**config.mk**
```make
export PLATFORM = sky130hd
export DESIGN_NAME = pipelined_carry_select_adder
export DESIGN_NICKNAME = d
export VERILOG_FILES = /design/src/rtl/arith_pkg.sv /design/src/rtl/csa_slice.sv /design/src/rtl/pipelined_carry_select_adder.sv
export SDC_FILE = /design/constraint.sdc
export NUM_CORES = 1
export LEC_CHECK = 0
export ABC_AREA = 1
export CORE_MARGIN = 3
export CORE_UTILIZATION = 40
export DETAILED_ROUTE_END_ITERATION = 16
export GPL_TIMING_DRIVEN = 0
export RECOVER_POWER = 100
export SLEW_MARGIN = 25
export SYNTH_ARGS = -nofsm -noshare
export SYNTH_HDL_FRONTEND = slang
export SYNTH_HIERARCHICAL = 1
export SYNTH_SLANG_ARGS = --single-unit
export TNS_END_PERCENT = 5
```
**constraint.sdc**
```tcl
create_clock -name clk -period 2.7 [get_ports clk]
set_input_delay 0.81 -clock clk [delete_from_list [all_inputs] [get_ports clk]]
set_output_delay 0.81 -clock clk [all_outputs]
set_load 0.1 [all_outputs]
```
**src/rtl/arith_pkg.sv**
```systemverilog
// Shared constants and helpers for the pipelined carry-select adder.
// Stage registers are kept as parallel packed arrays (sum_lo, carry, a_hi, b_hi, valid) rather than structs.
package arith_pkg;

  localparam int DEF_WIDTH = 16;
  localparam int DEF_BLOCK = 4;

  // Legal geometry: slices tile the operand exactly.
  function automatic bit width_ok(input int width, input int block);
    return (block >= 1) && (block <= width) && ((width % block) == 0);
  endfunction

  function automatic int num_blocks(input int width, input int block);
    return width / block;
  endfunction

endpackage

```
**src/rtl/csa_slice.sv**
```systemverilog
// One carry-select slice: two ripple chains (carry-in 0 and 1) and a select mux on the incoming carry.
module csa_slice #(
  parameter int BLOCK = 4
) (
  input  logic [BLOCK-1:0] a,
  input  logic [BLOCK-1:0] b,
  input  logic             sel_carry,
  output logic [BLOCK-1:0] sum,
  output logic             cout,
  output logic             c_msb_in
);

  logic [BLOCK:0]   c0, c1;
  logic [BLOCK-1:0] s0, s1;

  always_comb begin
    c0    = '0;
    c1    = '0;
    s0    = '0;
    s1    = '0;
    c1[0] = 1'b1;
    for (int i = 0; i < BLOCK; i++) begin
      s0[i]   = a[i] ^ b[i] ^ c0[i];
      c0[i+1] = (a[i] & b[i]) | (c0[i] & (a[i] ^ b[i]));
      s1[i]   = a[i] ^ b[i] ^ c1[i];
      c1[i+1] = (a[i] & b[i]) | (c1[i] & (a[i] ^ b[i]));
    end
  end

  // Carry into the slice MSB is kept so the top slice can derive signed overflow.
  assign sum      = sel_carry ? s1 : s0;
  assign cout     = sel_carry ? c1[BLOCK]   : c0[BLOCK];
  assign c_msb_in = sel_carry ? c1[BLOCK-1] : c0[BLOCK-1];

endmodule

```
**src/rtl/pipelined_carry_select_adder.sv**
```systemverilog
// Pipelined WIDTH-bit adder/subtractor: one BLOCK-wide carry-select slice resolved per stage,
// with a single global advance so the whole pipe stalls together under backpressure.
module pipelined_carry_select_adder
  import arith_pkg::*;
#(
  parameter int WIDTH = DEF_WIDTH,
  parameter int BLOCK = DEF_BLOCK
) (
  input  logic             clk,
  input  logic             rst,
  input  logic             in_valid,
  output logic             in_ready,
  input  logic [WIDTH-1:0] a,
  input  logic [WIDTH-1:0] b,
  input  logic             cin,
  input  logic             sub,
  output logic             out_valid,
  input  logic             out_ready,
  output logic [WIDTH-1:0] sum,
  output logic             cout,
  output logic             overflow
);

  localparam int NUM_BLOCKS = num_blocks(WIDTH, BLOCK);

  if (!width_ok(WIDTH, BLOCK)) begin : g_bad_geometry
    $error("pipelined_carry_select_adder: WIDTH must be a positive multiple of BLOCK");
  end

  // Register k holds the operands still to be consumed (shifted so slice k sits at bit 0),
  // the carry into slice k, and sum_r[k] holds slices 0..k-1 packed at the top.
  logic [NUM_BLOCKS:0]                  vld_pipe;
  logic [NUM_BLOCKS:0]                  carry_r;
  logic [NUM_BLOCKS-1:0][WIDTH-1:0]     a_r, b_r;
  logic [NUM_BLOCKS:1][WIDTH-1:0]       sum_r;
  logic                                 ovf_r;

  logic [NUM_BLOCKS-1:0][BLOCK-1:0]     slice_sum;
  logic [NUM_BLOCKS-1:0]                slice_cout, slice_cmsb;
  logic [NUM_BLOCKS:1][WIDTH-1:0]       sum_nxt;

  logic adv;
  assign adv      = !vld_pipe[NUM_BLOCKS] || out_ready;
  assign in_ready = adv;

  for (genvar k = 0; k < NUM_BLOCKS; k++) begin : g_stage
    csa_slice #(.BLOCK(BLOCK)) u_slice (
      .a         (a_r[k][BLOCK-1:0]),
      .b         (b_r[k][BLOCK-1:0]),
      .sel_carry (carry_r[k]),
      .sum       (slice_sum[k]),
      .cout      (slice_cout[k]),
      .c_msb_in  (slice_cmsb[k])
    );
    // New slice enters at the top; after the last stage every slice has shifted into place.
    if (k == 0) begin : g_first
      assign sum_nxt[1] = WIDTH'({slice_sum[0], {WIDTH{1'b0}}} >> BLOCK);
    end else begin : g_rest
      assign sum_nxt[k+1] = WIDTH'({slice_sum[k], sum_r[k]} >> BLOCK);
    end
  end

  always_ff @(posedge clk) begin
    if (rst) begin
      vld_pipe <= '0;
      carry_r  <= '0;
      a_r      <= '0;
      b_r      <= '0;
      sum_r    <= '0;
      ovf_r    <= 1'b0;
    end else if (adv) begin
      vld_pipe   <= {vld_pipe[NUM_BLOCKS-1:0], in_valid};
      a_r[0]     <= a;
      b_r[0]     <= b ^ {WIDTH{sub}};
      carry_r[0] <= sub | cin;
      for (int k = 1; k < NUM_BLOCKS; k++) begin
        a_r[k] <= a_r[k-1] >> BLOCK;
        b_r[k] <= b_r[k-1] >> BLOCK;
      end
      for (int k = 1; k <= NUM_BLOCKS; k++) begin
        carry_r[k] <= slice_cout[k-1];
        sum_r[k]   <= sum_nxt[k];
      end
      ovf_r <= slice_cout[NUM_BLOCKS-1] ^ slice_cmsb[NUM_BLOCKS-1];
    end
  end

  assign out_valid = vld_pipe[NUM_BLOCKS];
  assign sum       = sum_r[NUM_BLOCKS];
  assign cout      = carry_r[NUM_BLOCKS];
  assign overflow  = ovf_r;

endmodule
```
## Word level (Yosys, flattened, before mapping)

Cells that the tools add are included.

| cells by class | value |
|---|---|
| muxes and demuxes | 9 |
| bitwise operators | 115 |
| reduce and logical (&&, ||, !) cells | 2 |

Operators with widths:

| cell | number |
|---|---|
| 1-bit bitwise XOR | 41 |
| 1-bit bitwise AND | 40 |
| 1-bit bitwise OR | 29 |
| 4-bit 2-to-1 mux | 4 |
| 16-bit bitwise XOR | 1 |
| 1-bit 2-to-1 mux | 5 |
| 1-bit NOT | 4 |
| 1-bit logical NOT | 1 |
| 1-bit logical OR | 1 |

| word-level totals | value |
|---|---|
| register bits | 131 |
| bits of input ports | 38 |
| output and inout port bits | 20 |
| word-level logic and storage cells | 141 |

## Logic depth before layout (Yosys ltp)

| logic depth | value |
|---|---|
| word-level depth | 10 |
| depth in mapped cells | 15 |
| mapped depth without buffers | 15 |

## Cells and area by module

The synthesis kept the hierarchy.

Modules (own cells, without submodules):

| module | times used | cells an instance | area an instance (um2) | seq. area each (um2) |
|---|---|---|---|---|
| pipelined_carry_select_adder | 1 | 663 | 5168.7 | 2622.5 |
| csa_slice | 4 | 21 | 145.1 | 0.0 |

## Least setup slack after synthesis

Ideal clock, no wire load.

| path | value |
|---|---|
| path type | register -> output |
| start point | register vld_pipe[4] |
| end point | output in_ready |
| data arrival time | 1.633 ns |
| data required time | 1.890 ns |
| path slack | 0.257 ns |
| stages on the path, launching flop included | 4 |
| path buffers | 2 |
| path through | dfxtp_1 > buf_4 > nand2_2 > buf_2 |

| between the ends | value |
|---|---|
| longest elaborated chain between the ends | 2 |

RTL lines:

| item | RTL line | source |
|---|---|---|
| start, declared | pipelined_carry_select_adder.sv:32 | `logic [NUM_BLOCKS:0] vld_pipe;` |
| start signal, assigned | pipelined_carry_select_adder.sv:72 | `vld_pipe <= {vld_pipe[NUM_BLOCKS-1:0], in_valid};` |
| 1-bit logical NOT | pipelined_carry_select_adder.sv:43 | `assign adv = !vld_pipe[NUM_BLOCKS] \|\| out_ready;` |
| 1-bit logical OR | pipelined_carry_select_adder.sv:43 |  |
| end, declared | pipelined_carry_select_adder.sv:12 | `output logic in_ready,` |

No other way between the ends.

## Worst setup path after layout

| path | value |
|---|---|
| start point | input out_ready |
| end point | output in_ready |

| between the ends | value |
|---|---|
| longest elaborated chain between the ends | 1 |

RTL lines:

| item | RTL line | source |
|---|---|---|
| start, declared | pipelined_carry_select_adder.sv:18 | `input logic out_ready,` |
| 1-bit logical OR | pipelined_carry_select_adder.sv:43 |  |

No other way between the ends.

==> key figures <==
Outcome
  – Status: finished, final reports clean

Detailed routing
  – Vias: 4667
  – Starting DRC count in detailed routing: 201
  – Drt via density: 4.60
  – Number of routed nets with antenna violations: 0
  – DR WL/cell: 12.9 um
  – Detailed Routing Iterations Pass 1: 4
  – DRC viols: 0
  – Routed Wire Length: 13000 um

Flow run
  – Max Cap Violations: 0

STA
  – Fin crit period: 2510 ps
  – Setup TNS: 0 ps
  – Slew Viols, Final: 0
  – Post-route worst hold slack: 484 ps
  – Clk_skew: 5.28 ps
  – Final Cycle Share: 92.9%
  – Fin. Hold Viols: 0
  – Setup WS post-layout: 191 ps
  – Unrepaired setup endpoints after global routing: no
  – Final Setup Violations: 0
  – Normalized max-slew margin: 22.1%
  – Worst Tran Pin Value: 1170 ps
  – FMAX: 399 MHz

Place
  – GPL Wtd Cong: 0.781
  – Hpwl dp: 9440 um
  – Input/output buffers: 56
  – Post-DP Area: 6540 um^2
  – DP Cell Count: 983
  – Pre-CTS setup slack: -1200 ps

Cells and area
  – Layout cells sized above 1: 7.07%
  – Post-Layout Cell Count: 1015
  – Finished Cell Area: 7020 um^2
  – Final net count: 880
  – Ant diodes: 0
  – Area grow syn2layout: 22.1%

Clock network
  – Clock network latency to the later pin of the worst-skew pair: 420 ps
  – Postcts setup bufs: 0
  – Root Driver: clkbuf_16
  – Hold buffers post-CTS: 0
  – Clock transition at path regs: 50 ps
  – Total CTS buffers: 17
  – CTS H-tree lvls: 4
  – Clock tree from TritonCTS: done
  – TritonCTS Sinks: 131
  – CTS Buffer Depth: 2

GRT
  – First-pass GRT wire length: 21600 um
  – Initial antenna violation count: 0
  – Congestion Overflow GR: 0
  – M3 GR Usage: 5.81%
  – Vias in the first global route: 4659
  – GR Util All Layers: 17.1%
  – Pin count of the biggest net entering global routing: 17
  – Gr busiest metal: met2
  – GRT met2 Usage: 28.6%
  – Met1 Use GR: 21.1%

Logic synthesis
  – Adder-Cell Fraction of Synth Area: 5.92%
  – Compound-Gate Fraction of Synth Area: 14.7%
  – Mapped Area: 5750 um^2
  – Xor/xnor share of the synthesized area: 0%
  – Dominant cells by area after synthesis: dfxtp_1, nor2_1, o21bai_1
  – Synth top cells by count: nor2_1, dfxtp_1, o21bai_1, nand2_1, inv_1
  – Share of the synthesized area in the top cell type: 45.6%
  – Syn Area/Cell: 7.70 um^2
  – Post-synth EDFFs: 0
  – Cell taking the most area after synthesis: dfxtp_1
  – Synth Flop Type: dfxtp_1
  – Largest family of logic cells by synthesized area: simple AND/OR/NAND/NOR gates
  – Flop and latch count out of synthesis: 131
  – Asr flop ratio synth: 0%
  – Simple-gate share of the synthesized area: 25.7%
  – Yosys cell types: 18
  – Post-synthesis sequential area ratio: 45.6%
  – Syn nets: 805
  – Ys Warns: 6
  – Cells after Synth: 747
  – Mux cell area share after synthesis: 0%
  – Most common cell in the netlist: nor2_1

Pwr
  – VDD IR-drop max: 492 uV
  – Leak: 3.03 nW
  – PD cells: 691 nW/um^2

Worst setup path
  – Critical-path cell list: dlygate4sd2_1, inv_4, nand2_4, buf_6, buf_12
  – R2R Setup Slk: 460 ps
  – Crit path DAT: 1700 ps
  – Worst r2r dst: overflow$_SDFFE_PP0P_
  – Worst reg2reg path depth: 15
  – Crit Path Category: in -> out
  – CP required: 1890 ps
  – Critical path fanouts, max: 10
  – Worst r2r src: a_r[48]$_SDFFE_PP0P_
  – Slowest stage cell, crit path: dlygate4sd2_1
  – Largest stage delay, worst path: 310 ps
  – Worst setup EP type: output port
  – Critical path launch point type: input port

Worst hold path
  – HP Start: sum_nxt[27]$_SDFFE_PP0P_
  – Hold Crit Class: reg -> reg
  – Hold Path Depth: 2
  – Worst hold path endpoint: sum_nxt[39]$_SDFFE_PP0P_

Floorplanning
  – I/O pins: 58
  – Cell Rows: 43
  – DIE WIDTH: 126 um
  – Total core area: 14000 um^2
  – Die ar.: 15800 um^2
  – Initial Utilization: 41.1%
  – Die Height: 126 um
state kept, by name, indices dropped and copies added, names as in the netlist:
signal and count:
overflow 1, carry_r 5, sum 16, vld_pipe 5
b_r 40, sum_nxt 24, a_r 40
how the worst max path moves through the flow:
stage,startpoint,endpoint,slack (ps),cells past startpoint
6_report,out_ready,in_ready,190,5
3_3_place_gp,out_ready,in_ready,-1190,5
4_1_cts,out_ready,in_ready,190,5
2_1_floorplan,vld_pipe[4]$_SDFFE_PP0P_,in_ready,260,3
3_5_place_dp,out_ready,in_ready,-1200,5
5_1_grt,out_ready,in_ready,130,5
power by group:
part	switching (W)	leakage [nW]	internal (W)
Combinational	0.000300	1.66	0.000212
Sequential	0.0000643	1.07	0.00205
Clock	0.000796	0.288	0.00144
Total	0.00116	3.03	0.00369
critical path, delay by kind of cell:
kind / cells / cell delay (ps)
buffers and inverters: 4 / 760
AND/OR/NAND/NOR: 1 / 120
repair_timing:
action | 4_1_cts | 5_1_grt
gates resized for setup | 33 | 0
endpoints found under the hold margin | 0 | 0
setup endpoints to repair | 20 | 0
stage by stage:
stage | util (%) | total power [W]
2_1_floorplan | - | 0.00250
3_3_place_gp | 46.7 | 0.00266
3_5_place_dp | 46.7 | 0.00267
4_1_cts | 50.9 | 0.00490
5_1_grt | 50.2 | 0.00505
6_report | 50.2 | 0.00485
cell families (layout without fill, tap and decap cells):
family / after synthesis / count (layout)
AND/OR/NAND/NOR: 374 / 374
AO/OA/AOI/OAI: 113 / 113
buffers and inverters: 109 / 197
adder cells (fa/ha/maj): 20 / 20
flip-flops: 131 / 131
area by class of cell:
type / instances / area (um^2)
multi-input combinational: 507 / 2670
inverter: 64 / 243
clock inverter: 3 / 40.0
tap: 180 / 225
timing repair buffer: 56 / 450
buffer: 45 / 228
fill: 1401 / 6970
clock buffer: 29 / 541
sequential: 131 / 2620
layout by cell type, fill, tap and decap left out, drive strengths merged:
cell type	count
clkinv	4
a21oi	1
dlygate4sd2	1
dlygate4sd3	1
inv	62
clkbuf	65
fa	12
nand3b	17
nand2	96
nor2	261
clkdlybuf4s50	34
buf	29
dfxtp	131
ha	8
o21bai	112
bufinv	1
layer usage:
layer | share of wire, % | up-vias
met3 | 4.1 | 15
li1 | - | 2454
met2 | 46 | 71
met1 | 48 | 2127
met4 | 1.3 | 0
met5 | 0 | -
Note: power is estimated with default switching activity, not from simulation.
